--- src/rtl/debounce_pkg.sv ---
// Shared timing defaults for the push-button conditioners, derived from the
// 50 MHz board clock.
package debounce_pkg;

  localparam int CLK_HZ         = 50_000_000;
  localparam int DB_STABLE_5MS  = CLK_HZ / 200;
  localparam int DB_LONG_500MS  = CLK_HZ / 2;
  localparam int DB_SYNC_STAGES = 2;

  typedef enum logic [1:0] {
    EDGE_NONE,
    EDGE_RISE,
    EDGE_FALL
  } edgeKind_t;

endpackage

--- src/rtl/debounce_chan.sv ---
// One button channel: synchroniser, stable-time debounce, and press/release/
// long-press strobes with a held level.
module debounce_chan
  import debounce_pkg::*;
#(
  parameter int STABLE      = DB_STABLE_5MS,
  parameter int LONG        = DB_LONG_500MS,
  parameter int SYNC_STAGES = DB_SYNC_STAGES,
  parameter int ACTIVE_LOW  = 0
) (
  input  logic clk,
  input  logic rst_n,
  input  logic btnIn,
  output logic btnOut,
  output logic btnPress,
  output logic btnRelease,
  output logic btnLong,
  output logic btnHeld
);

  localparam int DW = $clog2(STABLE);
  localparam int HW = $clog2(LONG);
  localparam logic [DW-1:0] DMAX = DW'(STABLE - 1);
  localparam logic [HW-1:0] HMAX = HW'(LONG - 1);
  localparam logic IDLE = (ACTIVE_LOW != 0);

  logic [SYNC_STAGES-1:0] syncQ;
  logic                   s;
  logic [DW-1:0]          dcnt;
  logic [HW-1:0]          hcnt;
  edgeKind_t              kind;
  logic                   longHit;

  // Reset loads the idle pin level so a released button never looks like a change.
  always_ff @(posedge clk or negedge rst_n) begin
    if (!rst_n) begin
      syncQ <= {SYNC_STAGES{IDLE}};
    end else begin
      syncQ <= {syncQ[SYNC_STAGES-2:0], btnIn};
    end
  end

  assign s = syncQ[SYNC_STAGES-1] ^ IDLE;

  // A falling level wins over a long-press that would land on the same edge.
  always_comb begin
    kind    = EDGE_NONE;
    longHit = 1'b0;
    if ((s != btnOut) && (dcnt == DMAX)) begin
      kind = btnOut ? EDGE_FALL : EDGE_RISE;
    end
    if (btnOut && (kind != EDGE_FALL) && (hcnt == HMAX) && !btnHeld) begin
      longHit = 1'b1;
    end
  end

  always_ff @(posedge clk or negedge rst_n) begin
    if (!rst_n) begin
      btnOut     <= 1'b0;
      btnPress   <= 1'b0;
      btnRelease <= 1'b0;
      btnLong    <= 1'b0;
      btnHeld    <= 1'b0;
      dcnt       <= '0;
      hcnt       <= '0;
    end else begin
      btnPress   <= (kind == EDGE_RISE);
      btnRelease <= (kind == EDGE_FALL);
      btnLong    <= longHit;

      if (kind != EDGE_NONE) begin
        btnOut <= ~btnOut;
        dcnt   <= '0;
      end else if (s != btnOut) begin
        dcnt <= dcnt + 1'b1;
      end else begin
        dcnt <= '0;
      end

      // hcnt parks at its threshold; btnHeld keeps btnLong from repeating.
      if (kind == EDGE_FALL) begin
        hcnt    <= '0;
        btnHeld <= 1'b0;
      end else if (btnOut) begin
        if (hcnt != HMAX) begin
          hcnt <= hcnt + 1'b1;
        end
        if (longHit) begin
          btnHeld <= 1'b1;
        end
      end
    end
  end

endmodule

--- src/rtl/debounce_bank.sv ---
// Bank of N independent button conditioners; the top level only slices buses.
module debounce_bank
  import debounce_pkg::*;
#(
  parameter int N           = 4,
  parameter int STABLE      = DB_STABLE_5MS,
  parameter int LONG        = DB_LONG_500MS,
  parameter int SYNC_STAGES = DB_SYNC_STAGES,
  parameter int ACTIVE_LOW  = 0
) (
  input  logic         clk,
  input  logic         rst_n,
  input  logic [N-1:0] btnIn,
  output logic [N-1:0] btnOut,
  output logic [N-1:0] btnPress,
  output logic [N-1:0] btnRelease,
  output logic [N-1:0] btnLong,
  output logic [N-1:0] btnHeld
);

  for (genvar i = 0; i < N; i++) begin : gChan
    debounce_chan #(
      .STABLE     (STABLE),
      .LONG       (LONG),
      .SYNC_STAGES(SYNC_STAGES),
      .ACTIVE_LOW (ACTIVE_LOW)
    ) uChan (
      .clk       (clk),
      .rst_n     (rst_n),
      .btnIn     (btnIn[i]),
      .btnOut    (btnOut[i]),
      .btnPress  (btnPress[i]),
      .btnRelease(btnRelease[i]),
      .btnLong   (btnLong[i]),
      .btnHeld   (btnHeld[i])
    );
  end

endmodule

--- config.mk ---
export PLATFORM = sky130hd
export DESIGN_NAME = debounce_bank
export DESIGN_NICKNAME = d
export VERILOG_FILES = /design/src/rtl/debounce_pkg.sv /design/src/rtl/debounce_chan.sv /design/src/rtl/debounce_bank.sv
export SDC_FILE = /design/constraint.sdc
export NUM_CORES = 1
export LEC_CHECK = 0
export CELL_PAD_IN_SITES_DETAIL_PLACEMENT = 0
export CELL_PAD_IN_SITES_GLOBAL_PLACEMENT = 1
export CORE_MARGIN = 2
export CORE_UTILIZATION = 49
export DETAILED_ROUTE_END_ITERATION = 10
export PLACE_DENSITY_LB_ADDON = 0.1
export SLEW_MARGIN = 20
export SYNTH_ARGS = -nofsm -noshare
export SYNTH_HDL_FRONTEND = slang
export SYNTH_SLANG_ARGS = --single-unit
--- constraint.sdc ---
create_clock -name clk -period 2.45 [get_ports clk]
set_input_delay 0.6125 -clock clk [delete_from_list [all_inputs] [get_ports clk]]
set_output_delay 0.6125 -clock clk [all_outputs]
set_load 0.01 [all_outputs]
# Word-level counts from Yosys, hierarchy flattened
# Index checks and enable logic that the tools add are counted.
[op_classes] n_bitwise=4 n_reduce_logical=44 muxes=44 n_addsub=8 eq_ne=28
[op_table] op="25-bit two-way mux" n=12
[op_table] op="18-bit two-way mux" n=8
[op_table] op="25-bit by 1-bit adder with 25-bit output, second input constant" n=4
[op_table] op="25-bit equality test, second input constant" n=4
[op_table] op="25-bit inequality test, second input constant" n=4
[op_table] op="18-bit by 1-bit adder with 18-bit output, second input constant" n=4
[op_table] op="18-bit equality test, second input constant" n=4
[op_table] op="2-bit nonzero test" n=16
[op_table] op="1-bit logical AND" n=16
[op_table] op="1-bit two-way mux" n=16
[op_table] op="2-bit two-way mux" n=8
[op_table] op="2-bit AND reduction" n=8
[op_table] op="2-bit by 1-bit equality test with 1-bit output, second input constant" n=4
[op_table] op="2-bit equality test, second input constant" n=4
[op_table] op="2-bit inequality test, second input constant" n=4
[op_table] op="1-bit logical NOT" n=4
[op_table] op="1-bit inequality test" n=4
[op_table] op="1-bit NOT" n=4
[word_totals] regBits=200 word_cells=160 in_bits=6

# Longest topological paths before layout
# Gate-level depths: netlist of run 1.
[logic_depth] ltp_word=11 depth_mapped=8 mapped_depth_nobuf=7

# Cells and area by module
# From an unflattened synthesis of run 1, not the netlist that was laid out.
[unflattened] hier_cells=1036 area_unflattened_um2=9984.6
[by_module_without_submodules] module="debounce_chan" cells_per_inst=259 area_each_um2=2496.1 n_inst=4 seq_area_each_um2=1251.2

# Worst setup path before layout of run 1
# OpenSTA, ideal clock, no wires.
[synth_timing] kind="flip-flop to flip-flop" from="reg gChan[2].uChan.dcnt[5]" to="reg gChan[2].uChan.hcnt[5]" period_less_slack_ns=1.905 setup_time_ns=0.130 required_ns=2.320 arrival_ns=1.776 stages_incl_launch_ff=7 n_path_buf=1 setup_slack_ns=0.545 cell_sequence="dfrtp_1 -> or4_4 -> nor4_4 -> nand2_1 -> nor2_2 -> buf_4 -> a21oi_1"
[synth_via] elab_chain_len=6 elab_cells_between_ends=8
[synth_rtl] element="start: declaration" line_no="debounce_chan.sv:29" text="logic [DW-1:0] dcnt;"
[synth_rtl] element="start signal: assignment" line_no="debounce_chan.sv:75" text="dcnt <= dcnt + 1'b1;"
[synth_rtl] element="18-bit equality test *" line_no="debounce_chan.sv:49" text="if ((s != btnOut) && (dcnt == DMAX)) begin"
[synth_rtl] element="1-bit logical AND *" line_no="debounce_chan.sv:49"
[synth_rtl] element="2-bit two-way mux *" line_no="debounce_chan.sv:49"
[synth_rtl] element="2-bit equality test *" line_no="debounce_chan.sv:81" text="if (kind == EDGE_FALL) begin"
[synth_rtl] element="2-bit nonzero test (no line)"
[synth_rtl] element="2-bit AND reduction (no line)"
[synth_rtl] element="end signal: assignment" line_no="debounce_chan.sv:86" text="hcnt <= hcnt + 1'b1;"
[synth_rtl] element="end: declaration" line_no="debounce_chan.sv:30" text="logic [HW-1:0] hcnt;"
# Mark *: on every way between the ends. The rest lies on a longest branch, timed or not.
# A chain may end at the register's enable or synchronous reset.

# Worst setup path after layout of run 1
[layout_timing] from="reg gChan[2].uChan.btnOut" to="out btnOut[2]"
[layout_lines] element="start: declaration" line_no="debounce_chan.sv:14" text="output logic btnOut,"
[layout_lines] element="start signal: assignment" line_no="debounce_chan.sv:72" text="btnOut <= ~btnOut;"
[layout_lines] element="end: declaration" line_no="debounce_bank.sv:14" text="output logic [N-1:0] btnOut,"
# No word-level cell between the ends.

==> metrics.csv, run 1 <==
stage,metric,value,unit
status,run_status,"finished, final reports clean",
global_route,grt_pass1_vias,7313,
synth,syn_inst,1056,
synth,ys_seq_area_share,49.1,%
synth,syn_avg_cell_area,9.66,sq um
clock_network,numClockSinks,200,
hold_path,hp-class,in -> async,
worst_setup_path,max_stage_delay,0.62,ns
worst_setup_path,path_buf_inv,1,
floorplan,die_w,148,um
clock_network,path_clk_slew,0.07,ns
synth,synth_edf_count,0,
clock_network,hold_buffers,0,
finish,antenna_cells,0,
placed_design,placed_area,0.0108,sq mm
clock_network,post_cts.repair.setup_buffers,0,
clock_network,cts-htree-levels,4,
detailed_routing,route.vias.total,7572,
timing,fin_crit,2.27,ns
worst_setup_path,crit_family,buffers and inverters,
detailed_routing,first_pass_iters,4,
floorplan,coreArea,0.0203,sq mm
clock_network,clk_latency,0.43,ns
finish,final_cell_mix,"dfrtp_1, nor2_1, nand3_1, xor2_1, nand2_1",
clock_network,numCtsBuffers,17,
finish,postLayoutCellArea,0.0113,sq mm
worst_setup_path,criticalPathCategory,reg -> out,
synth,syn_area,0.0102,sq mm
global_route,grt_pass1_wl,35.9,mm
power_and_ir_drop,p_switching,1.38,mW
finish,nets,1091,
floorplan,io_pins,26,
detailed_routing,first_iter_violations,403,
finish,layout-drive-gt1-share,6.97,%
detailed_routing,ant_nets,0,
timing,hold_viol_final,0,
power_and_ir_drop,intPower,4.78,mW
clock_network,cts_buffer_depth,2,
synth,synth-seq-cells,200,
finish,multi_input_area,0.00483,sq mm
detailed_routing,wl_met2,9.31,mm
timing,finalSetupViolCount,0,
timing,slew_headroom,62.9,%
finish,fillers,1836,
timing,fin_ws,0.176,ns
worst_setup_path,crit_slowest_cell,clkdlybuf4s50_1,
synth,synthFlopType,dfrtp_1,
finish,register_area,0.00500,sq mm
global_route,grtUsageTotal,19.9,%
floorplan,die_area,0.0220,sq mm
worst_setup_path,end_kind,primary output,
worst_setup_path,cp-start-kind,flop,
detailed_routing,wl_met3,658,um
timing,setup_tns,0,ns
worst_setup_path,cp_max_fo,13,
placed_design,place_congestion,0.782,
timing,clock.fmax,440,MHz
power_and_ir_drop,p_seq_share,54.2,%
placed_design,place_hpwl,13.8,mm
placed_design,place_ws,0.295,ns
synth,syn_nets,1070,
floorplan,initial_core_util,50.2,%
clock_network,root_buffer,clkbuf_16,
finish,final_common_cell,dfrtp_1,
floorplan,die_h,148,um
worst_setup_path,required,1.84,ns
clock_network,cts_tree,built,
synth,yosys_warnings,0,
job,cap_violations,0,
timing,maxSlewViolCount,0,
global_route,grt.overflow.total,0,
timing,rsz0062_at_grt,false,
detailed_routing,via_per_inst,5.57,
timing,tightest_slew,0.552,ns
worst_setup_path,cp.arrival,1.66,ns
timing,period_share,92.8,%
synth,synth.distinct_cells,65,
power_and_ir_drop,power_frac_clock,43.5,%
power_and_ir_drop,leakage,4.91,nW
clock_network,ctsResizeCount,0,
detailed_routing,routedWlPerCell,15.0,um
synth,synth_async_sr_flop_share,100,%
placed_design,portBuffers,25,
worst_setup_path,critical_path.cell_chain,clkdlybuf4s50_1,
detailed_routing,wl,20.4,mm
timing,skew,0.0147,ns
detailed_routing,drc_errors,0,
detailed_routing,highest-signal-layer,met4,
global_route,grt_max_degree,50,
finish,syn_to_final_growth,11.1,%
power_and_ir_drop,power_frac_comb,2.3,%
power_and_ir_drop,vdd_drop_max,0.000430,V
global_route,antenna_found_initial,0,
floorplan,rows,52,
power_and_ir_drop,power.density,544,mW/mm^2
power_and_ir_drop,switching_share,22.4,%
detailed_routing,met1_length,10.2,mm
==> area by class of cell <==
cell class | count | area share [%]
multi-input cells | 786 | 42.6
well taps | 270 | 2.98
inverters | 16 | 0.530
flip-flops and latches | 200 | 44.2
repair buffers | 56 | 4.85
clock buffers | 24 | 4.34
clock inverters | 8 | 0.574
==> cells by family (layout without fill, tap and decap cells) <==
logic type	after synthesis	after routing	synth area share [%]
simple gates	550	550	29.0
flops	200	200	49.1
xor+xnor	125	125	10.7
compound gates	99	99	6.18
buf+inv	70	104	3.61
fa+ha+maj	8	8	0.981
mux	4	4	0.405
==> synth_stat cells (all sizes together), types with 4 or more instances <==
library cell | number | share of area, %
dfrtp | 200 | 49
nor2 | 156 | 5.8
nand3 | 81 | 4.0
xor2 | 79 | 6.8
nand2 | 71 | 2.6
nand4 | 48 | 2.9
xnor2 | 46 | 3.9
and3 | 39 | 2.4
buf | 33 | 2.2
o21ai | 28 | 1.4
a21oi | 27 | 1.4
clkbuf | 21 | 0.79
and4 | 20 | 1.7
nor4 | 20 | 1.4
or3 | 20 | 1.2
or4 | 19 | 1.4
nor3 | 18 | 0.99
o211ai | 17 | 1.3
inv | 15 | 0.55
and2 | 10 | 0.61
nand2b | 10 | 0.61
nor4b | 9 | 0.77
ha | 8 | 0.98
o31ai | 8 | 0.59
o2111ai | 5 | 0.43
a211oi | 4 | 0.29
nand4b | 4 | 0.34
nor2b | 4 | 0.25
nor4bb | 4 | 0.39
or4b | 4 | 0.43
==> sequential cells by signal, indices dropped and copies added, names as in the netlist <==
register / count
gChan.uChan.syncQ: 8
gChan.uChan.btnHeld: 4
gChan.uChan.btnLong: 4
gChan.uChan.btnRelease: 4
gChan.uChan.btnOut: 4
gChan.uChan.dcnt: 72
gChan.uChan.hcnt: 100
gChan.uChan.btnPress: 4
==> power groups by stage <==
stage	combinational [mW]	clock, mW	sequential (mW)
4_1_cts	0.152	2.77	3.34
6_report	0.143	2.68	3.34
5_1_grt	0.168	2.91	3.35
3_3_place_gp	0.149	0	3.41
3_5_place_dp	0.150	0	3.41
2_1_floorplan	0.0444	0	3.40
==> final timing paths <==
| kind | start | endpoint | slack, ns | cells past startpoint |
|---|---|---|---|---|
| hold / removal | rst_n | gChan[3].uChan.btnRelease$_DFF_PN0_ | 0.14 | 1 |
| hold reg to reg | gChan[2].uChan.syncQ[0]$_DFF_PN0_ | gChan[2].uChan.syncQ[1]$_DFF_PN0_ | 0.35 | 0 |
| setup / recovery | gChan[2].uChan.btnOut$_DFFE_PN0N_ | btnOut[2] | 0.18 | 1 |
| min in group clk | gChan[2].uChan.syncQ[0]$_DFF_PN0_ | gChan[2].uChan.syncQ[1]$_DFF_PN0_ | 0.35 | 0 |
| max in group asynchronous | rst_n | gChan[2].uChan.hcnt[1]$_DFFE_PN0P_ | 1.58 | 2 |
| setup reg to reg | gChan[1].uChan.dcnt[5]$_DFF_PN0_ | gChan[1].uChan.hcnt[17]$_DFFE_PN0P_ | 0.29 | 5 |
==> worst register-to-register path, delay by kind of cell, from the launching register on <==
family / cells / cell delay [ns]
flip-flops: 1 / 0.43
AO/OA/AOI/OAI: 2 / 0.33
AND/OR/NAND/NOR: 3 / 1.27
==> metrics by stage <==
step                      power, mW  hold slack [ns]  instances  utilization [%]
after global placement         3.56            0.337       1328             53.1
after CTS                      6.26            0.143       1360             55.8
after global routing           6.42            0.149       1360             55.8
after detailed placement       3.56            0.336       1328             53.1
final                          6.17            0.139       1360             55.8
after floorplan                3.45            0.317       1056                -
==> routing by layer <==
layer / track usage, % / vias to the layer above
li1: - / 3801
met4: 4.62 / 0
met3: 3.77 / 13
met5: 0 / -
met2: 31.3 / 98
met1: 28.8 / 3660
Note: power is estimated with default switching activity, not from simulation.
==> run 2, diff against run 1 <==
- CTS_CLUSTER_DIAMETER: not set -> 120
- PLACE_DENSITY_LB_ADDON: 0.1 -> 0.2
==> run 2 against run 1 <==
Critical path type unchanged. Cell count is 0.22% lower. Via count rose by 0.34%. Combinational power decreased by 3%. First-iteration DRC count decreased by 6.5%. Critical endpoint unchanged. Utilization is 0.099 points lower. Power rose by 0.94%. Maximum frequency fell by 0.15%. Clock skew down 0.0036 ns.
==> metrics.csv, run 2 (synthesis results as in run 1) <==
stage,metric,value,unit,change
global_route,grt_max_degree,47,,-6.0%
global_route,grt_pass1_wl,35.5,mm,-1.2%
placed_design,placed_cells,1326,,-0.15%
clock_network,numCtsBuffers,17,,unchanged
timing,hold_viol_final,0,,unchanged
detailed_routing,drc_errors,0,,unchanged
status,run_status,"finished, final reports clean",,
placed_design,place_hpwl,13.5,mm,-2.5%
finish,syn_to_final_growth,10.9,%,
finish,largest_reg_flops,100,,unchanged
worst_setup_path,worst-r2r-setup-slack,0.33,ns,+0.04 ns
floorplan,rows,52,,unchanged
placed_design,placed_area,0.0107,sq mm,-0.37%
power_and_ir_drop,vdd_drop_max,0.000441,V,+2.5%
global_route,antenna_found_initial,0,,unchanged
timing,fin_ws,0.172,ns,-0.00345 ns
worst_setup_path,cp_max_fo,13,,unchanged
clock_network,cts_tree,built,,
detailed_routing,first_iter_violations,377,,-6.5%
worst_setup_path,cp-start-kind,flop,,
timing,skew,0.0111,ns,-0.00361 ns
finish,register_area,0.00500,sq mm,unchanged
finish,final_cell_mix,"dfrtp_1, nor2_1, nand3_1, xor2_1, nand2_1",,
detailed_routing,routedWlPerCell,14.7,um,-1.8%
detailed_routing,route.vias.total,7598,,+0.34%
floorplan,die_h,148,um,unchanged
global_route,grtUsageTotal,19.5,%,-0.44 points
worst_setup_path,worstReg2RegStart,gChan[2].uChan.dcnt[5]$_DFF_PN0_,,
global_route,grt.overflow.total,0,,unchanged
clock_network,path_clk_slew,0.07,ns,about the same
detailed_routing,ant_nets,0,,unchanged
clock_network,root_buffer,clkbuf_16,,
hold_path,hp-class,in -> async,,
worst_setup_path,reg2reg_depth,5,,unchanged
detailed_routing,first_pass_iters,4,,unchanged
finish,reg_top3,"gChan.uChan.hcnt: 100 flops, gChan.uChan.dcnt: 72 flops, gChan.uChan.syncQ: 8 flops",,
power_and_ir_drop,power.total,6.22,mW,+0.94%
floorplan,initial_core_util,50.2,%,unchanged
global_route,grt_pass1_vias,7317,,+0.055%
worst_setup_path,crit_slowest_cell,clkdlybuf4s50_1,,
finish,final_common_cell,dfrtp_1,,
power_and_ir_drop,power.density,550,mW/mm^2,+1.1%
finish,finalNonFillerCells,1357,,-0.22%
floorplan,io_pins,26,,unchanged
finish,layout-drive-gt1-share,6.99,%,+0.019 points
finish,postLayoutCellArea,0.0113,sq mm,-0.18%
worst_setup_path,criticalPathCategory,reg -> out,,
clock_network,numClockSinks,200,,unchanged
worst_setup_path,crit_family,buffers and inverters,,
worst_setup_path,required,1.84,ns,about the same
clock_network,clk_latency,0.43,ns,about the same
detailed_routing,wl,20.0,mm,-2.0%
timing,finalSetupViolCount,0,,unchanged
timing,slew_headroom,62.3,%,-0.67 points
placed_design,portBuffers,25,,unchanged
timing,period_share,93.0,%,+0.14 points
floorplan,coreArea,0.0203,sq mm,unchanged
finish,top_register,gChan.uChan.hcnt,,
clock_network,cts-htree-levels,4,,unchanged
detailed_routing,wl_met3,496,um,-25%
clock_network,cts_buffer_depth,2,,unchanged
worst_setup_path,reg2reg_to,gChan[2].uChan.hcnt[0]$_DFFE_PN0P_,,
placed_design,place_ws,0.340,ns,+0.0449 ns
worst_setup_path,max_stage_delay,0.62,ns,about the same
finish,fillers,1818,,-0.98%
detailed_routing,via_per_inst,5.60,,+0.57%
clock_network,ctsResizeCount,0,,unchanged
power_and_ir_drop,leakage,4.90,nW,-0.19%
clock_network,post_cts.repair.setup_buffers,0,,unchanged
clock_network,hold_buffers,0,,unchanged
finish,nets,1089,,-0.18%
placed_design,place_congestion,0.800,,+2.3%
detailed_routing,highest-signal-layer,met4,,
floorplan,die_w,148,um,unchanged
finish,multi_input_area,0.00483,sq mm,unchanged
detailed_routing,wl_met2,9.12,mm,-2.1%
finish,final_util,55.7,%,-0.099 points
timing,maxSlewViolCount,0,,unchanged
finish,antenna_cells,0,,unchanged
worst_setup_path,end_kind,primary output,,
worst_setup_path,cp.arrival,1.67,ns,about the same
timing,clock.fmax,439,MHz,-0.15%
worst_setup_path,critical_path.cell_chain,clkdlybuf4s50_1,,
detailed_routing,met1_length,10.2,mm,about the same
floorplan,die_area,0.0220,sq mm,unchanged
job,cap_violations,0,,unchanged
timing,whs,0.108,ns,-0.0316 ns
timing,tightest_slew,0.562,ns,+0.00993 ns
worst_setup_path,path_buf_inv,1,,unchanged
timing,rsz0062_at_grt,false,,
timing,fin_crit,2.28,ns,+0.00345 ns
timing,setup_tns,0,ns,unchanged
## run 2: changes by cell type in the layout (fill, tap and decap cells not counted)
cell / delta
buf_12: -2
clkbuf_1: -3
clkinv_2: +2
inv_6: -1
bufinv_16: +1
## run 2: per-layer routing
layer	GRT usage [%]	vias up
met5	0	-
met2	29.9	65
met4	4.90	0
met1	28.6	3736
li1	-	3786
met3	3.80	11
## run 2: power by group
group / switching (mW) / leakage, nW / internal (mW)
Clock: 1.24 / 0.273 / 1.51
Combinational: 0.0992 / 1.86 / 0.0391
Sequential: 0.0201 / 2.77 / 3.32
## run 2: worst reg2reg max path, stage by stage (launching register included)
cell and delay, ns:
dfrtp_1 0.42, or4_4 0.56, nor4_4 0.35, nand2_1 0.38
nand3_1 0.20, o21ai_0 0.10
## run 2: area by class of cell
cell class	count	area share [%]
clock buffer	21	4.25
tap	270	2.99
timing repair buffer	54	4.50
sequential	200	44.2
multi-input combinational	786	42.7
clock inverter	10	0.851
inverter	16	0.531
## run 2: how the worst max path moves through the flow
stage                                      startpoint                                  end  slack (ns)  depth (start not counted)
floorplan            gChan[2].uChan.dcnt[5]$_DFF_PN0_   gChan[2].uChan.hcnt[5]$_DFFE_PN0P_        0.54                          6
global placement     gChan[2].uChan.dcnt[5]$_DFF_PN0_  gChan[2].uChan.hcnt[10]$_DFFE_PN0P_        0.38                          5
detailed placement   gChan[2].uChan.dcnt[5]$_DFF_PN0_   gChan[2].uChan.hcnt[0]$_DFFE_PN0P_        0.34                          5
CTS                 gChan[1].uChan.btnOut$_DFFE_PN0N_                            btnOut[1]        0.14                          1
global route        gChan[2].uChan.btnOut$_DFFE_PN0N_                            btnOut[2]        0.08                          1
finish              gChan[2].uChan.btnOut$_DFFE_PN0N_                            btnOut[2]        0.17                          1
